`config.mk`:
```
export PLATFORM = sky130hd
export DESIGN_NAME = nipcb_stim_scheduler
export DESIGN_NICKNAME = d
export VERILOG_FILES = /design/src/rtl/nipcb_stim_scheduler.sv
export SDC_FILE = /design/constraint.sdc
export NUM_CORES = 1
export LEC_CHECK = 0
export ABC_AREA = 1
export CAP_MARGIN = 40
export CORE_ASPECT_RATIO = 1.4
export CORE_UTILIZATION = 45
export DETAILED_ROUTE_END_ITERATION = 6
export PLACE_DENSITY = 0.75
export SLEW_MARGIN = 0
export SYNTH_ARGS = -nofsm -noshare
export SYNTH_HDL_FRONTEND = slang
export SYNTH_SLANG_ARGS = --single-unit
```
`constraint.sdc`:
```
create_clock -name CLK -period 14.35 [get_ports CLK]
set_input_delay 2.87 -clock CLK [delete_from_list [all_inputs] [get_ports CLK]]
set_output_delay 2.87 -clock CLK [all_outputs]
set_load 0.01 [all_outputs]
```
`src/rtl/nipcb_stim_scheduler.sv`:
```
// Steps through the programmed stimulation table, loading each enabled entry onto
// the NI PCB stimulation core, triggering it and pacing pulses with a gap counter.
module nipcb_stim_scheduler #(
    parameter  int DATA_WIDTH    = 32,
    parameter  int NUM_ENTRIES   = 4,
    parameter  int START_TIMEOUT = 1024,
    localparam int ENTRY_AW      = $clog2(NUM_ENTRIES)
) (
    input  logic                  CLK,
    input  logic                  RESETn,
    input  logic                  start,
    input  logic                  abort,
    input  logic [DATA_WIDTH-1:0] rounds,
    input  logic [DATA_WIDTH-1:0] gap_cycles,
    input  logic                  tbl_we,
    input  logic [ENTRY_AW-1:0]   tbl_addr,
    input  logic                  tbl_en,
    input  logic [1:0]            tbl_chan,
    input  logic [DATA_WIDTH-1:0] tbl_high,
    input  logic [DATA_WIDTH-1:0] tbl_low,
    input  logic [DATA_WIDTH-1:0] tbl_count,
    input  logic [DATA_WIDTH-1:0] tbl_mag_high,
    input  logic [DATA_WIDTH-1:0] tbl_mag_low,
    output logic [1:0]            core_channel_select,
    output logic [DATA_WIDTH-1:0] core_cycles_high,
    output logic [DATA_WIDTH-1:0] core_cycles_low,
    output logic [DATA_WIDTH-1:0] core_cycles_count,
    output logic [DATA_WIDTH-1:0] core_magnitude_high,
    output logic [DATA_WIDTH-1:0] core_magnitude_low,
    output logic                  core_trigger,
    input  logic                  core_running,
    output logic                  busy,
    output logic                  done,
    output logic [ENTRY_AW-1:0]   cur_entry,
    output logic [DATA_WIDTH-1:0] rounds_done,
    output logic                  err_timeout,
    output logic                  err_empty,
    output logic                  tbl_wr_err
);

    typedef enum logic [2:0] {
        S_IDLE, S_SCAN, S_LOAD, S_TRIG, S_WAIT_START, S_WAIT_END, S_GAP, S_DONE
    } state_t;

    // One extra index bit: the value NUM_ENTRIES marks "past the last entry".
    localparam logic [ENTRY_AW:0]     IDX_WRAP = (ENTRY_AW+1)'(NUM_ENTRIES);
    localparam logic [DATA_WIDTH-1:0] TO_LIM   = DATA_WIDTH'(START_TIMEOUT);
    localparam logic [DATA_WIDTH-1:0] ONE      = DATA_WIDTH'(1);

    function automatic logic [DATA_WIDTH-1:0] rd_inc(input logic [DATA_WIDTH-1:0] val,
                                                     input logic sat);
        if (sat && (&val))
            return val;
        return val + ONE;
    endfunction

    state_t                r_state, w_next;
    logic [ENTRY_AW:0]     r_idx, w_idx;
    logic [DATA_WIDTH-1:0] r_cnt, w_cnt;
    logic [DATA_WIDTH-1:0] r_rounds_done, w_rd;
    logic                  r_seen, w_seen;
    logic                  w_accept, w_set_empty, w_set_to, w_tbl_wr;
    logic [ENTRY_AW-1:0]   w_ent;

    logic [DATA_WIDTH-1:0] r_rounds, r_gap;
    logic                  r_busy, r_done, r_trig, r_err_to, r_err_empty, r_wr_err;
    logic [ENTRY_AW-1:0]   r_cur_entry;
    logic [1:0]            r_core_chan;
    logic [DATA_WIDTH-1:0] r_core_high, r_core_low, r_core_count, r_core_mh, r_core_ml;

    logic                  r_tbl_en   [NUM_ENTRIES];
    logic [1:0]            r_tbl_chan [NUM_ENTRIES];
    logic [DATA_WIDTH-1:0] r_tbl_high [NUM_ENTRIES];
    logic [DATA_WIDTH-1:0] r_tbl_low  [NUM_ENTRIES];
    logic [DATA_WIDTH-1:0] r_tbl_cnt  [NUM_ENTRIES];
    logic [DATA_WIDTH-1:0] r_tbl_mh   [NUM_ENTRIES];
    logic [DATA_WIDTH-1:0] r_tbl_ml   [NUM_ENTRIES];

    assign w_ent    = r_idx[ENTRY_AW-1:0];
    assign w_tbl_wr = tbl_we && (r_state == S_IDLE);

    always_comb begin
        w_next      = r_state;
        w_idx       = r_idx;
        w_cnt       = r_cnt;
        w_rd        = r_rounds_done;
        w_seen      = r_seen;
        w_accept    = 1'b0;
        w_set_empty = 1'b0;
        w_set_to    = 1'b0;
        case (r_state)
            S_IDLE: begin
                if (start) begin
                    w_accept = 1'b1;
                    w_idx    = '0;
                    w_rd     = '0;
                    w_seen   = 1'b0;
                    w_next   = S_SCAN;
                end
            end
            S_SCAN: begin
                if (r_idx == IDX_WRAP) begin
                    if (!r_seen) begin
                        w_set_empty = 1'b1;
                        w_next      = S_DONE;
                    end else begin
                        w_rd  = rd_inc(r_rounds_done, r_rounds == '0);
                        w_idx = '0;
                        if ((r_rounds != '0) && ((r_rounds_done + ONE) == r_rounds))
                            w_next = S_DONE;
                    end
                end else if (r_tbl_en[w_ent]) begin
                    w_seen = 1'b1;
                    w_next = S_LOAD;
                end else begin
                    w_idx = r_idx + 1'b1;
                end
            end
            S_LOAD: w_next = S_TRIG;
            S_TRIG: begin
                w_cnt  = '0;
                w_next = S_WAIT_START;
            end
            S_WAIT_START: begin
                if (core_running) begin
                    w_next = S_WAIT_END;
                end else begin
                    w_cnt = r_cnt + ONE;
                    if ((r_cnt + ONE) == TO_LIM) begin
                        w_set_to = 1'b1;
                        w_next   = S_IDLE;
                    end
                end
            end
            S_WAIT_END: begin
                if (!core_running) begin
                    if (r_gap != '0) begin
                        w_cnt  = '0;
                        w_next = S_GAP;
                    end else begin
                        w_idx  = r_idx + 1'b1;
                        w_next = S_SCAN;
                    end
                end
            end
            S_GAP: begin
                if ((r_cnt + ONE) == r_gap) begin
                    w_idx  = r_idx + 1'b1;
                    w_next = S_SCAN;
                end else begin
                    w_cnt = r_cnt + ONE;
                end
            end
            S_DONE:  w_next = S_IDLE;
            default: w_next = S_IDLE;
        endcase
        // Abort freezes all bookkeeping and returns to IDLE from anywhere.
        if (abort) begin
            w_next      = S_IDLE;
            w_idx       = r_idx;
            w_cnt       = r_cnt;
            w_rd        = r_rounds_done;
            w_seen      = r_seen;
            w_accept    = 1'b0;
            w_set_empty = 1'b0;
            w_set_to    = 1'b0;
        end
    end

    always_ff @(posedge CLK) begin
        if (!RESETn) begin
            r_state       <= S_IDLE;
            r_idx         <= '0;
            r_cnt         <= '0;
            r_rounds_done <= '0;
            r_seen        <= 1'b0;
            r_busy        <= 1'b0;
            r_done        <= 1'b0;
            r_trig        <= 1'b0;
            r_err_to      <= 1'b0;
            r_err_empty   <= 1'b0;
            r_wr_err      <= 1'b0;
            r_cur_entry   <= '0;
            r_core_chan   <= '0;
            r_core_high   <= '0;
            r_core_low    <= '0;
            r_core_count  <= '0;
            r_core_mh     <= '0;
            r_core_ml     <= '0;
            for (int i = 0; i < NUM_ENTRIES; i++)
                r_tbl_en[i] <= 1'b0;
        end else begin
            r_state       <= w_next;
            r_idx         <= w_idx;
            r_cnt         <= w_cnt;
            r_rounds_done <= w_rd;
            r_seen        <= w_seen;
            r_busy        <= (w_next != S_IDLE);
            r_done        <= (w_next == S_DONE);
            r_trig        <= (w_next == S_TRIG);
            r_wr_err      <= tbl_we && (r_state != S_IDLE);
            if (w_accept) begin
                r_err_to    <= 1'b0;
                r_err_empty <= 1'b0;
            end
            if (w_set_to)
                r_err_to <= 1'b1;
            if (w_set_empty)
                r_err_empty <= 1'b1;
            if ((r_state == S_LOAD) && !abort) begin
                r_cur_entry  <= w_ent;
                r_core_chan  <= r_tbl_chan[w_ent];
                r_core_high  <= r_tbl_high[w_ent];
                r_core_low   <= r_tbl_low[w_ent];
                r_core_count <= r_tbl_cnt[w_ent];
                r_core_mh    <= r_tbl_mh[w_ent];
                r_core_ml    <= r_tbl_ml[w_ent];
            end
            if (w_tbl_wr)
                r_tbl_en[tbl_addr] <= tbl_en;
        end
    end

    // Table payload and run parameters carry no reset; only the enables matter.
    always_ff @(posedge CLK) begin
        if (w_tbl_wr) begin
            r_tbl_chan[tbl_addr] <= tbl_chan;
            r_tbl_high[tbl_addr] <= tbl_high;
            r_tbl_low[tbl_addr]  <= tbl_low;
            r_tbl_cnt[tbl_addr]  <= tbl_count;
            r_tbl_mh[tbl_addr]   <= tbl_mag_high;
            r_tbl_ml[tbl_addr]   <= tbl_mag_low;
        end
        if (w_accept) begin
            r_rounds <= rounds;
            r_gap    <= gap_cycles;
        end
    end

    assign core_channel_select = r_core_chan;
    assign core_cycles_high    = r_core_high;
    assign core_cycles_low     = r_core_low;
    assign core_cycles_count   = r_core_count;
    assign core_magnitude_high = r_core_mh;
    assign core_magnitude_low  = r_core_ml;
    assign core_trigger        = r_trig;
    assign busy                = r_busy;
    assign done                = r_done;
    assign cur_entry           = r_cur_entry;
    assign rounds_done         = r_rounds_done;
    assign err_timeout         = r_err_to;
    assign err_empty           = r_err_empty;
    assign tbl_wr_err          = r_wr_err;

endmodule

```
==> results of run 1 <==
-- kinds of logic (layout without fill, tap and decap cells) --
group | Yosys count | after routing | share of synthesized area [%]
and+or+nand+nor | 1640 | 1640 | 17.2
DFF | 959 | 959 | 68.0
AOI/OAI and AO/OA | 768 | 768 | 10.7
buffers and inverters | 348 | 818 | 3.43
xor gates and xnor gates | 16 | 16 | 0.514
adders and majority gates | 5 | 5 | 0.162
other | 0 | 2 | 0
-- power by group through the flow --
stage | sequential [W] | clock, W | combinational (W)
after floorplan | 0.00315 | 0 | 0.000191
after global placement | 0.00315 | 0 | 0.000341
after detailed placement | 0.00315 | 0 | 0.000368
after CTS | 0.00309 | 0.00266 | 0.000370
after global routing | 0.00309 | 0.00275 | 0.000406
final | 0.00309 | 0.00261 | 0.000367
-- flip-flops by register name, summed over array words and instances (netlist names), 8 cells and up, named ones only --
signal               flops
r_tbl_cnt              128
r_cnt                   32
r_tbl_ml               128
r_rounds                32
rounds_done             32
r_tbl_mh               128
r_tbl_chan               8
r_tbl_low              128
core_cycles_low         32
r_gap                   32
core_magnitude_high     32
core_cycles_count       32
core_cycles_high        32
core_magnitude_low      32
r_tbl_high             128
-- cell type report --
| class | count | share of cell area (%) |
|---|---|---|
| Timing Repair Buffer | 489 | 10.7 |
| Sequential cell | 959 | 55.1 |
| Clock buffer | 119 | 5.26 |
| Tap cell | 1088 | 2.85 |
| Inverter | 155 | 1.24 |
| Multi-Input combinational cell | 2429 | 23.2 |
| Antenna cell | 2 | 0.0105 |
| Clock inverter | 55 | 1.69 |
-- metrics by stage --
stage          power, W  cell area [um2]  util, %
6_report        0.00606            47800     56.4
5_1_grt         0.00625            47800     56.4
4_1_cts         0.00611            47800     56.4
3_5_place_dp    0.00351            44500     52.5
3_3_place_gp    0.00349            44000     51.9
2_1_floorplan   0.00334            38700        -
-- placed cells by master, fill, tap and decap left out, drive strengths merged, types with 16 or more instances in the layout --
cell           synthesis  layout
nor2                 876     876
inv                  154     160
nand2                528     528
a21oi                 66      66
dfxtp                246     246
o22ai                 31      31
nand3b                30      30
edfxtp               713     713
a211oi                16      16
clkinv                 1      31
o21ai                502     502
nand4                 19      19
nand3                160     160
clkdlybuf4s50          0     435
a31oi                147     147
clkbuf               173     119
buf                   20      54
-- worst paths after layout --
kind              slack, ns  cells after the start                            to
hold / removal         0.47                      2      err_timeout$_SDFFE_PN0P_
setup / recovery       8.80                      9      r_tbl_mh[1][3]$_DFFE_PP_
setup reg to reg      10.68                     13  rounds_done[11]$_SDFFE_PN0P_
hold reg to reg        0.47                      2      err_timeout$_SDFFE_PN0P_
-- worst reg2reg max path, delay by kind of cell, from the launching register on --
family                   cells  cell delay [ns]
AND/OR/NAND/NOR              8             1.88
buffers and inverters        3             0.69
flip-flops                   1             0.54
adder cells (fa/ha/maj)      1             0.26
AO/OA/AOI/OAI                1             0.19
-- layer usage --
layer  wire [um]  GRT usage [%]  share of wire [%]
met4        3070           8.57                3.0
met3        8710           6.15                8.4
met1       40100           27.5                 39
met2       51100           40.2                 50
met5         114              0               0.11
==> flow_summary.json, run 1 <==
{
  "status": "completed",
  "timing.hold.worst.class": "reg2reg",
  "worst_setup_path_startpoint": "tbl_we",
  "max_vdd_drop_mv": 0.111,
  "num-nets-final": 4366,
  "hold_ws_ns": 0.471,
  "post-route-drc-count": 0,
  "report.final.setup_viol": 0,
  "number_of_sinks_driven_by_the_clock_tree": 959,
  "clock_power_share_pct": 43.0,
  "r2r_start": "rounds_done[0]$_SDFFE_PN0P_",
  "worst_setup_path_start_kind": "input port",
  "number_of_buffers_added_by_the_clock_tree_synthesis_step": 92,
  "io_buffer_count": 436,
  "asyncSetResetFlopFracSynth_pct": 0,
  "globalRoute.totalOverflow": 0,
  "grt_first_pass_wirelength_mm": 156,
  "cts_tree": "done",
  "synth.area.top_cells": "sky130_fd_sc_hd__edfxtp_1 55%, sky130_fd_sc_hd__dfxtp_1 13%, sky130_fd_sc_hd__nor2_1 8.4%",
  "switchingPower_w": 0.00134,
  "fin_tns_setup_ns": 0,
  "path_max_fanout": 51,
  "crit_family": "buffers and inverters",
  "ys_seq_elements": 959,
  "placed_cells_incl_taps": 5120,
  "synth_top_area_share_pct": 55.3,
  "die_area_mm2": 0.0872,
  "maxCapViolations": 0,
  "drive_gt1_share_pct": 5.54,
  "ys.flop_type": "sky130_fd_sc_hd__edfxtp_1",
  "timing.hold.worst.start": "err_timeout$_SDFFE_PN0P_",
  "cts_resized": 0,
  "worst_path_most_repeated_cell": "sky130_fd_sc_hd__buf_4",
  "fin_crit_ns": 5.55,
  "detailroute.via_count": 28700,
  "row_count": 126,
  "first_global_vias": 27800,
  "drt-total-wl_mm": 103,
  "finClkSkew_ns": 0.0423,
  "cts.repair_timing.setup_buffer_count": 0,
  "syn-instance-count": 3736,
  "slowest_cell_on_crit_path": "sky130_fd_sc_hd__buf_4",
  "cts-hold-fix-buffers": 0,
  "pin_count_of_the_biggest_net_entering_global_routing": 150,
  "power.static_leakage_nw": 16.9,
  "setup.worst_path.end_class": "register",
  "portion_of_the_clock_cycle_consumed_by_the_worst_path_in_the_final_layout_pct": 38.7,
  "yosysUniqueCellTypes": 42,
  "clkSlewWorstSetupHoldPaths_ns": 0.06,
  "clk-insertion-delay-late_ns": 0.67,
  "worst-endpoint-arrival_ns": 5.89,
  "yosysSeqAreaShare_pct": 68.0,
  "h-tree-depth": 3,
  "p_int_w": 0.00473,
  "chipHeight_um": 349,
  "fmax_mhz": 180,
  "register_area_mm2": 0.0263,
  "multiInputGateArea_mm2": 0.0111,
  "crit_path_cell_trace": "clkdlybuf4s50_1 -> inv_1 -> nor2_1 -> nand2_1 -> nor2_4 -> buf_4 -> buf_4 -> buf_4 -> buf_12",
  "worst-slew-pin-transition_ns": 0.896,
  "rsz0062_at_grt": "no",
  "wl_per_cell_um": 19.5,
  "finalWorstSetupSlack_ns": 8.80,
  "max-slew-margin-rel_pct": 40.3,
  "finish.cell_count_without_fillers": 5296,
  "fp.coreArea_mm2": 0.0848,
  "timing_max_transition_violations_final": 0,
  "fillCellCount": 6960,
  "pre_cts_slack_ns": 8.08,
  "netlist.top_cell.by_area": "sky130_fd_sc_hd__edfxtp_1",
  "die_w_um": 250,
  "pin_count": 437,
  "synth_edf_count": 713,
  "final_antenna_net_count": 0,
  "groute.usage.overall_pct": 23.2,
  "dpl.hpwl_mm": 63.9,
  "share_seq_of_total_power_pct": 50.9,
  "synth.cell_area_mm2": 0.0387,
  "initial_core_util_pct": 45.6,
  "critical_path_buf_inv_count": 6,
  "cp_slowest_stage_delay_ns": 0.64,
  "combinationalPowerShare_pct": 6.1,
  "mean_cell_area_of_the_mapped_netlist_um2": 10.4,
  "antenna_violations_before_repair": 9,
  "dr.first_iter.drc_count": 1967,
  "top_cell_types_by_occurrence_after_synthesis": "868 x sky130_fd_sc_hd__nor2_1, 713 x sky130_fd_sc_hd__edfxtp_1, 525 x sky130_fd_sc_hd__nand2_1",
  "worst-setup-path-type": "in2reg",
  "yosysWarningCount": 0,
  "report.final.hold_viol_count": 0,
  "power_per_standard_cell_area_mw_per_mm2": 127,
  "post-synth-top-count-cell": "sky130_fd_sc_hd__nor2_1",
  "area_growth_pct": 23.6,
  "post_drt_via_cell_ratio": 5.43,
  "syn_nets": 3976,
  "drt_pre_antenna_iters": 6,
  "place.gp.congestion": 0.997,
  "cts_max_path_buffers": 3,
  "cts.root.buffer_cell": "sky130_fd_sc_hd__clkbuf_16",
  "critical_path_required_ns": 14.69,
  "switching_share_pct": 22.1
}
No activity file was read; power rests on OpenSTA's default activity.
==> run 2: changes to the inputs <==
==> constraint.sdc (replaced) <==
create_clock -name CLK -period 4.9 [get_ports CLK]
set_input_delay 0.98 -clock CLK [delete_from_list [all_inputs] [get_ports CLK]]
set_output_delay 0.98 -clock CLK [all_outputs]
set_load 0.01 [all_outputs]
==> run 2 against run 1 <==
Effect of this change: via count shrank 0.14%; sequential share of layout area rose by 0.46 points; die area unchanged; final area is 0.82% lower; highest routed layer unchanged; largest power group unchanged; critical endpoint is now r_cnt[8]$_SDFFE_PN0P_; clock power increased to 2.7 times the previous value; core utilization decreased by 0.46 points; critical path depth rose by 7; critical path type is now reg2reg; clock skew is 0.0085 ns lower.
==> flow_summary.json, run 2 (synthesized netlist as in run 1, its figures left out) <==
{
  "worst_path_most_repeated_cell": "sky130_fd_sc_hd__nand2_1",
  "setup.worst_path.end_class": "register",
  "timing.reg2reg.worst_path_depth": 16,
  "worst-slew-pin-transition_ns": 1.24,
  "maxCapViolations": 0,
  "placed_cells_incl_taps": 5113,
  "finalWorstSetupSlack_ns": 1.32,
  "rsz0062_at_grt": "no",
  "drive_gt1_share_pct": 5.10,
  "pin_count_of_the_biggest_net_entering_global_routing": 210,
  "cts.root.buffer_cell": "sky130_fd_sc_hd__clkbuf_16",
  "antenna_violations_before_repair": 13,
  "max-slew-margin-rel_pct": 17.5,
  "combinationalPowerShare_pct": 6.2,
  "cts_tree": "done",
  "r2r_start": "r_cnt[0]$_SDFFE_PN0P_",
  "worst_setup_path_start_kind": "register",
  "place.gp.congestion": 0.967,
  "power_per_standard_cell_area_mw_per_mm2": 359,
  "ff2ff_setup_slack_ns": 1.32,
  "slowest_cell_on_crit_path": "sky130_fd_sc_hd__nand4_4",
  "cts_max_path_buffers": 3,
  "final_antenna_net_count": 0,
  "number_of_sinks_driven_by_the_clock_tree": 959,
  "crit_path_cell_trace": "ha_1 -> nand2_1 -> nor2_4 -> nand2_2 -> nor2_4 -> nand2_1 -> nand2_1 -> nand2_1 -> nand2_1 -> nand2_1 -> nor3_2 -> nand3_1 -> nor2_2 -> nand4_4 -> a21oi_1 -> nor2_1",
  "die_area_mm2": 0.0872,
  "finish.cell_count_without_fillers": 5295,
  "die_w_um": 250,
  "layout.cells.most_common": "sky130_fd_sc_hd__nor2_1",
  "critical_path_required_ns": 5.44,
  "hold_ws_ns": 0.482,
  "h-tree-depth": 3,
  "num-nets-final": 4359,
  "area_growth_pct": 22.6,
  "worst-endpoint-arrival_ns": 4.12,
  "cts-hold-fix-buffers": 0,
  "fp.coreArea_mm2": 0.0848,
  "drt-total-wl_mm": 104,
  "dpl.hpwl_mm": 65.4,
  "share_seq_of_total_power_pct": 53.1,
  "wl_per_cell_um": 19.6,
  "chipHeight_um": 349,
  "r2r-end": "r_cnt[8]$_SDFFE_PN0P_",
  "worst-setup-path-type": "reg2reg",
  "post_placement_cell_area_mm2": 0.0444,
  "p_int_w": 0.0132,
  "pre_cts_slack_ns": 1.38,
  "post-route-drc-count": 0,
  "final_util_pct": 55.9,
  "critical_path_buf_inv_count": 0,
  "cp_slowest_stage_delay_ns": 0.69,
  "io_buffer_count": 436,
  "number_of_buffers_added_by_the_clock_tree_synthesis_step": 92,
  "path_max_fanout": 64,
  "clk-insertion-delay-late_ns": 0.67,
  "cts_resized": 0,
  "clock_power_share_pct": 40.7,
  "row_count": 126,
  "groute.usage.overall_pct": 23.4,
  "cts.repair_timing.setup_buffer_count": 0,
  "crit_family": "simple AND/OR/NAND/NOR gates",
  "detailroute.via_count": 28700,
  "fmax_mhz": 279,
  "clkSlewWorstSetupHoldPaths_ns": 0.06,
  "drt_pre_antenna_iters": 5,
  "power.static_leakage_nw": 16.6,
  "timing.hold.worst.start": "err_timeout$_SDFFE_PN0P_",
  "timing.critical_path.depth": 16,
  "most-common-layout-cells": "862 x sky130_fd_sc_hd__nor2_1, 713 x sky130_fd_sc_hd__edfxtp_1, 525 x sky130_fd_sc_hd__nand2_1",
  "first_global_vias": 27500,
  "fillCellCount": 6997,
  "worst_setup_path_startpoint": "r_cnt[0]$_SDFFE_PN0P_",
  "finClkSkew_ns": 0.0338,
  "timing.hold.worst.class": "reg2reg",
  "globalRoute.totalOverflow": 0,
  "dr.first_iter.drc_count": 2400,
  "grt_first_pass_wirelength_mm": 158,
  "max_vdd_drop_mv": 0.369,
  "switching_share_pct": 22.7,
  "report.final.hold_viol_count": 0,
  "portion_of_the_clock_cycle_consumed_by_the_worst_path_in_the_final_layout_pct": 73.1,
  "final_cell_area_mm2": 0.0474,
  "pin_count": 437,
  "report.final.setup_viol": 0,
  "timing_max_transition_violations_final": 0,
  "fin_crit_ns": 3.58,
  "post_drt_via_cell_ratio": 5.42,
  "switchingPower_w": 0.00386,
  "initial_core_util_pct": 45.6,
  "setup.worst_path.end": "r_cnt[8]$_SDFFE_PN0P_",
  "status": "completed"
}
[run 2: cell count changes in the layout (fill, tap and decap cells not counted), moves of 3 or more]
cell / before / now
sky130_fd_sc_hd__diode_2: 2 / 8
sky130_fd_sc_hd__buf_12: 4 / 19
sky130_fd_sc_hd__bufinv_16: 15 / 2
sky130_fd_sc_hd__clkinvlp_4: 4 / 7
sky130_fd_sc_hd__buf_4: 34 / 22
sky130_fd_sc_hd__clkbuf_1: 17 / 23
sky130_fd_sc_hd__inv_6: 6 / 2
sky130_fd_sc_hd__clkinv_1: 7 / 16
sky130_fd_sc_hd__clkinv_4: 6 / 2
sky130_fd_sc_hd__buf_16: 15 / 3
[run 2: layout make-up]
type	count	area, um2	area share [%]
clock inverters	48	423	0.891
diodes	8	20.0	0.0422
repair buffers	482	5020	10.6
well taps	1088	1360	2.87
flip-flops and latches	959	26300	55.5
inverters	155	607	1.28
multi-input cells	2429	11100	23.4
clock buffers	126	2560	5.40
[run 2: worst min-delay path by stage]
stage | endpoint | slack (ns) | cells past startpoint
3_5_place_dp | err_timeout$_SDFFE_PN0P_ | 0.48 | 2
5_1_grt | err_timeout$_SDFFE_PN0P_ | 0.51 | 2
2_1_floorplan | r_cnt[31]$_SDFFE_PN0P_ | 0.46 | 2
6_report | err_timeout$_SDFFE_PN0P_ | 0.48 | 2
3_3_place_gp | err_timeout$_SDFFE_PN0P_ | 0.46 | 2
4_1_cts | err_timeout$_SDFFE_PN0P_ | 0.48 | 2
[run 2: tightest hold or removal path, cell delays in order (launching register included)]
cell and delay, ns:
sky130_fd_sc_hd__dfxtp_1 0.31, sky130_fd_sc_hd__nand2_1 0.06, sky130_fd_sc_hd__a21oi_1 0.06
[run 2: per-layer routing]
metal | up-vias | global-route usage, % | wire (um)
li1 | 13800 | - | -
met1 | 13700 | 28.4 | 40600
met2 | 997 | 40.2 | 51900
met3 | 198 | 5.79 | 8390
met4 | 14 | 8.40 | 2950
met5 | - | 0 | 87
[run 2: power groups by stage]
| stage | Clock (W) | Combinational [W] | Sequential, W |
|---|---|---|---|
| finish | 0.00693 | 0.00106 | 0.00905 |
| global route | 0.00738 | 0.00118 | 0.00906 |
| CTS | 0.00707 | 0.00108 | 0.00904 |
| detailed placement | 0 | 0.00107 | 0.00922 |
| global placement | 0 | 0.00103 | 0.00921 |
| floorplan | 0 | 0.000564 | 0.00920 |
[run 2: through the flow]
| step | power, W | setup TNS, ns |
|---|---|---|
| final | 0.0170 | 0 |
| after global routing | 0.0176 | 0 |
| after CTS | 0.0172 | 0 |
| after detailed placement | 0.0103 | 0 |
| after global placement | 0.0102 | 0 |
| after floorplan | 0.00976 | -180.63 |
==> run 3: changes to the inputs <==
==> constraint.sdc (replaced) <==
create_clock -name CLK -period 2.95 [get_ports CLK]
set_input_delay 0.59 -clock CLK [delete_from_list [all_inputs] [get_ports CLK]]
set_output_delay 0.59 -clock CLK [all_outputs]
set_load 0.01 [all_outputs]
==> run 3 against run 2 <==
Effect of this change: critical path depth grew 3; total power grew 69%; sequential share of layout area shrank 0.86 points; sequential cell count is the same; clock skew grew 0.0042 ns; final cell count grew 1.0%; clock power grew 72%; largest cell class unchanged; non-clock buffer count grew 52; fmax grew 30%; final area grew 1.6%.
==> flow_summary.json, run 3 (synthesized netlist as in run 1, its figures left out) <==
{
  "status": "completed",
  "h-tree-depth": 3,
  "first_global_vias": 27900,
  "power_per_standard_cell_area_mw_per_mm2": 597,
  "worst_path_most_repeated_cell": "sky130_fd_sc_hd__nand2_1",
  "register_area_mm2": 0.0263,
  "die_area_mm2": 0.0872,
  "power.static_leakage_nw": 17.0,
  "fin_tns_setup_ns": 0,
  "area_growth_pct": 24.5,
  "max_vdd_drop_mv": 0.760,
  "pin_count_of_the_biggest_net_entering_global_routing": 141,
  "fin_crit_ns": 2.76,
  "globalRoute.totalOverflow": 0,
  "report.final.hold_viol_count": 0,
  "post_drt_via_cell_ratio": 5.42,
  "setup.worst_path.end_class": "register",
  "dpl.hpwl_mm": 66.5,
  "crit_path_cell_trace": "nand2_1 -> nor2_1 -> nand2_1 -> nor2_4 -> buf_12 -> nand2_1 -> nand2_1 -> nand2_1 -> nand2_1 -> nand2_1 -> nor2_1 -> nand2_1 -> nor2_2 -> nand3_2 -> nand2_1 -> nand2_1 -> inv_1 -> nand2_1 -> a21oi_1",
  "finClkSkew_ns": 0.0380,
  "wl_per_cell_um": 19.6,
  "worst_setup_path_startpoint": "r_cnt[7]$_SDFFE_PN0P_",
  "antenna_violations_before_repair": 12,
  "num-nets-final": 4412,
  "r2r_start": "r_cnt[7]$_SDFFE_PN0P_",
  "critical_path_required_ns": 3.52,
  "layout.cells.most_common": "sky130_fd_sc_hd__nor2_1",
  "grt_first_pass_wirelength_mm": 160,
  "cts.root.buffer_cell": "sky130_fd_sc_hd__clkbuf_16",
  "cts-hold-fix-buffers": 0,
  "clk-insertion-delay-late_ns": 0.69,
  "drive_gt1_share_pct": 6.77,
  "die_w_um": 250,
  "groute.usage.overall_pct": 23.7,
  "drt-total-wl_mm": 105,
  "post-route-drc-count": 0,
  "report.final.setup_viol": 0,
  "place.gp.congestion": 0.966,
  "fp.coreArea_mm2": 0.0848,
  "timing.hold.worst.start": "RESETn",
  "crit_family": "simple AND/OR/NAND/NOR gates",
  "cp_slowest_stage_delay_ns": 0.41,
  "timing.hold.worst_path_depth": 3,
  "timing_max_transition_violations_final": 0,
  "most-common-layout-cells": "853 x sky130_fd_sc_hd__nor2_1, 713 x sky130_fd_sc_hd__edfxtp_1, 524 x sky130_fd_sc_hd__nand2_1",
  "max-slew-margin-rel_pct": 39.8,
  "final_util_pct": 56.8,
  "worst-slew-pin-transition_ns": 0.903,
  "maxCapViolations": 0,
  "final_antenna_net_count": 0,
  "ff2ff_setup_slack_ns": 0.19,
  "critical_path_buf_inv_count": 2,
  "cts_tree": "done",
  "timing.reg2reg.worst_path_depth": 19,
  "chipHeight_um": 349,
  "cts_max_path_buffers": 3,
  "drt_pre_antenna_iters": 6,
  "initial_core_util_pct": 45.6,
  "hold_ws_ns": 0.214,
  "portion_of_the_clock_cycle_consumed_by_the_worst_path_in_the_final_layout_pct": 93.4,
  "number_of_sinks_driven_by_the_clock_tree": 959,
  "io_buffer_count": 436,
  "detailroute.via_count": 29000,
  "hold_endpoint": "rounds_done[12]$_SDFFE_PN0P_",
  "fmax_mhz": 363,
  "r2r-end": "r_idx[0]$_SDFFE_PN0P_",
  "pin_count": 437,
  "worst_setup_path_start_kind": "register",
  "dr.first_iter.drc_count": 2580,
  "worst-setup-path-type": "reg2reg",
  "row_count": 126,
  "worst-endpoint-arrival_ns": 3.33,
  "multiInputGateArea_mm2": 0.0112,
  "timing.hold.worst.class": "in2reg",
  "path_max_fanout": 9,
  "fillCellCount": 6952,
  "clkSlewWorstSetupHoldPaths_ns": 0.06,
  "number_of_buffers_added_by_the_clock_tree_synthesis_step": 93,
  "slowest_cell_on_crit_path": "sky130_fd_sc_hd__dfxtp_1"
}
## run 3: cell count changes in the layout (fill, tap and decap cells not counted), sizes merged
cell | before | now
clkinvlp | 7 | 2
buf | 47 | 99
clkinv | 36 | 34
diode | 8 | 9
clkbuf | 126 | 129
bufinv | 2 | 7
## run 3: cell type report
cell class,count,share of cell area [%]
antenna,9,0.0467
clock buffer,129,5.23
tap,1088,2.82
timing repair buffer,534,11.6
inverter,155,1.26
sequential,959,54.7
multi-input combinational,2429,23.2
clock inverter,46,1.18
## run 3: timing repair
| action | 4_1_cts | 5_1_grt |
|---|---|---|
| buffers inserted | 1 | 3 |
| pin swaps | 2 | 3 |
| setup endpoints to repair | 11 | 41 |
| resized for setup | 4 | 19 |
## run 3: worst max-delay path by stage
stage	cells past startpoint	end
after floorplan	6	r_tbl_en[0]$_DFF_P_
after global placement	19	r_idx[0]$_SDFFE_PN0P_
after detailed placement	19	r_idx[0]$_SDFFE_PN0P_
after CTS	19	r_idx[0]$_SDFFE_PN0P_
after global routing	19	r_idx[0]$_SDFFE_PN0P_
final	19	r_idx[0]$_SDFFE_PN0P_
## run 3: metal layers
metal | GRT usage [%] | up-vias | share of wire (%)
li1 | - | 13900 | -
met1 | 28.8 | 13900 | 39
met2 | 40.8 | 1044 | 49
met3 | 5.70 | 200 | 8.1
met4 | 9.05 | 14 | 3.2
met5 | 0 | - | 0.088
## run 3: worst reg2reg max path, cell delays in order (launching register included)
cell                      delay, ns
sky130_fd_sc_hd__dfxtp_1       0.41
sky130_fd_sc_hd__nand2_1       0.14
sky130_fd_sc_hd__nor2_1        0.24
sky130_fd_sc_hd__nand2_1       0.14
sky130_fd_sc_hd__nor2_4        0.14
sky130_fd_sc_hd__buf_12        0.14
sky130_fd_sc_hd__nand2_1       0.06
sky130_fd_sc_hd__nand2_1       0.08
sky130_fd_sc_hd__nand2_1       0.07
sky130_fd_sc_hd__nand2_1       0.06
sky130_fd_sc_hd__nand2_1       0.12
sky130_fd_sc_hd__nor2_1        0.11
sky130_fd_sc_hd__nand2_1       0.06
sky130_fd_sc_hd__nor2_2        0.15
sky130_fd_sc_hd__nand3_2       0.12
sky130_fd_sc_hd__nand2_1       0.10
sky130_fd_sc_hd__nand2_1       0.13
sky130_fd_sc_hd__inv_1         0.12
sky130_fd_sc_hd__nand2_1       0.06
sky130_fd_sc_hd__a21oi_1       0.19
## run 3: power by group
part           leakage [nW]  internal, W  switching (W)
Combinational          7.00     0.000714        0.00114
Clock                  1.50      0.00670        0.00523
Sequential             8.53       0.0149       0.000134
## run 3: per-stage QoR
step	setup slack (ns)	instances	instance area, um2	power [W]
6_report	0.193	5349	48200	0.0288
3_3_place_gp	0.0661	5159	44900	0.0171
4_1_cts	0.0512	5337	48100	0.0290
5_1_grt	-0.0127	5343	48200	0.0297
3_5_place_dp	-0.0596	5161	45000	0.0171
2_1_floorplan	-2.13	3736	38800	0.0162
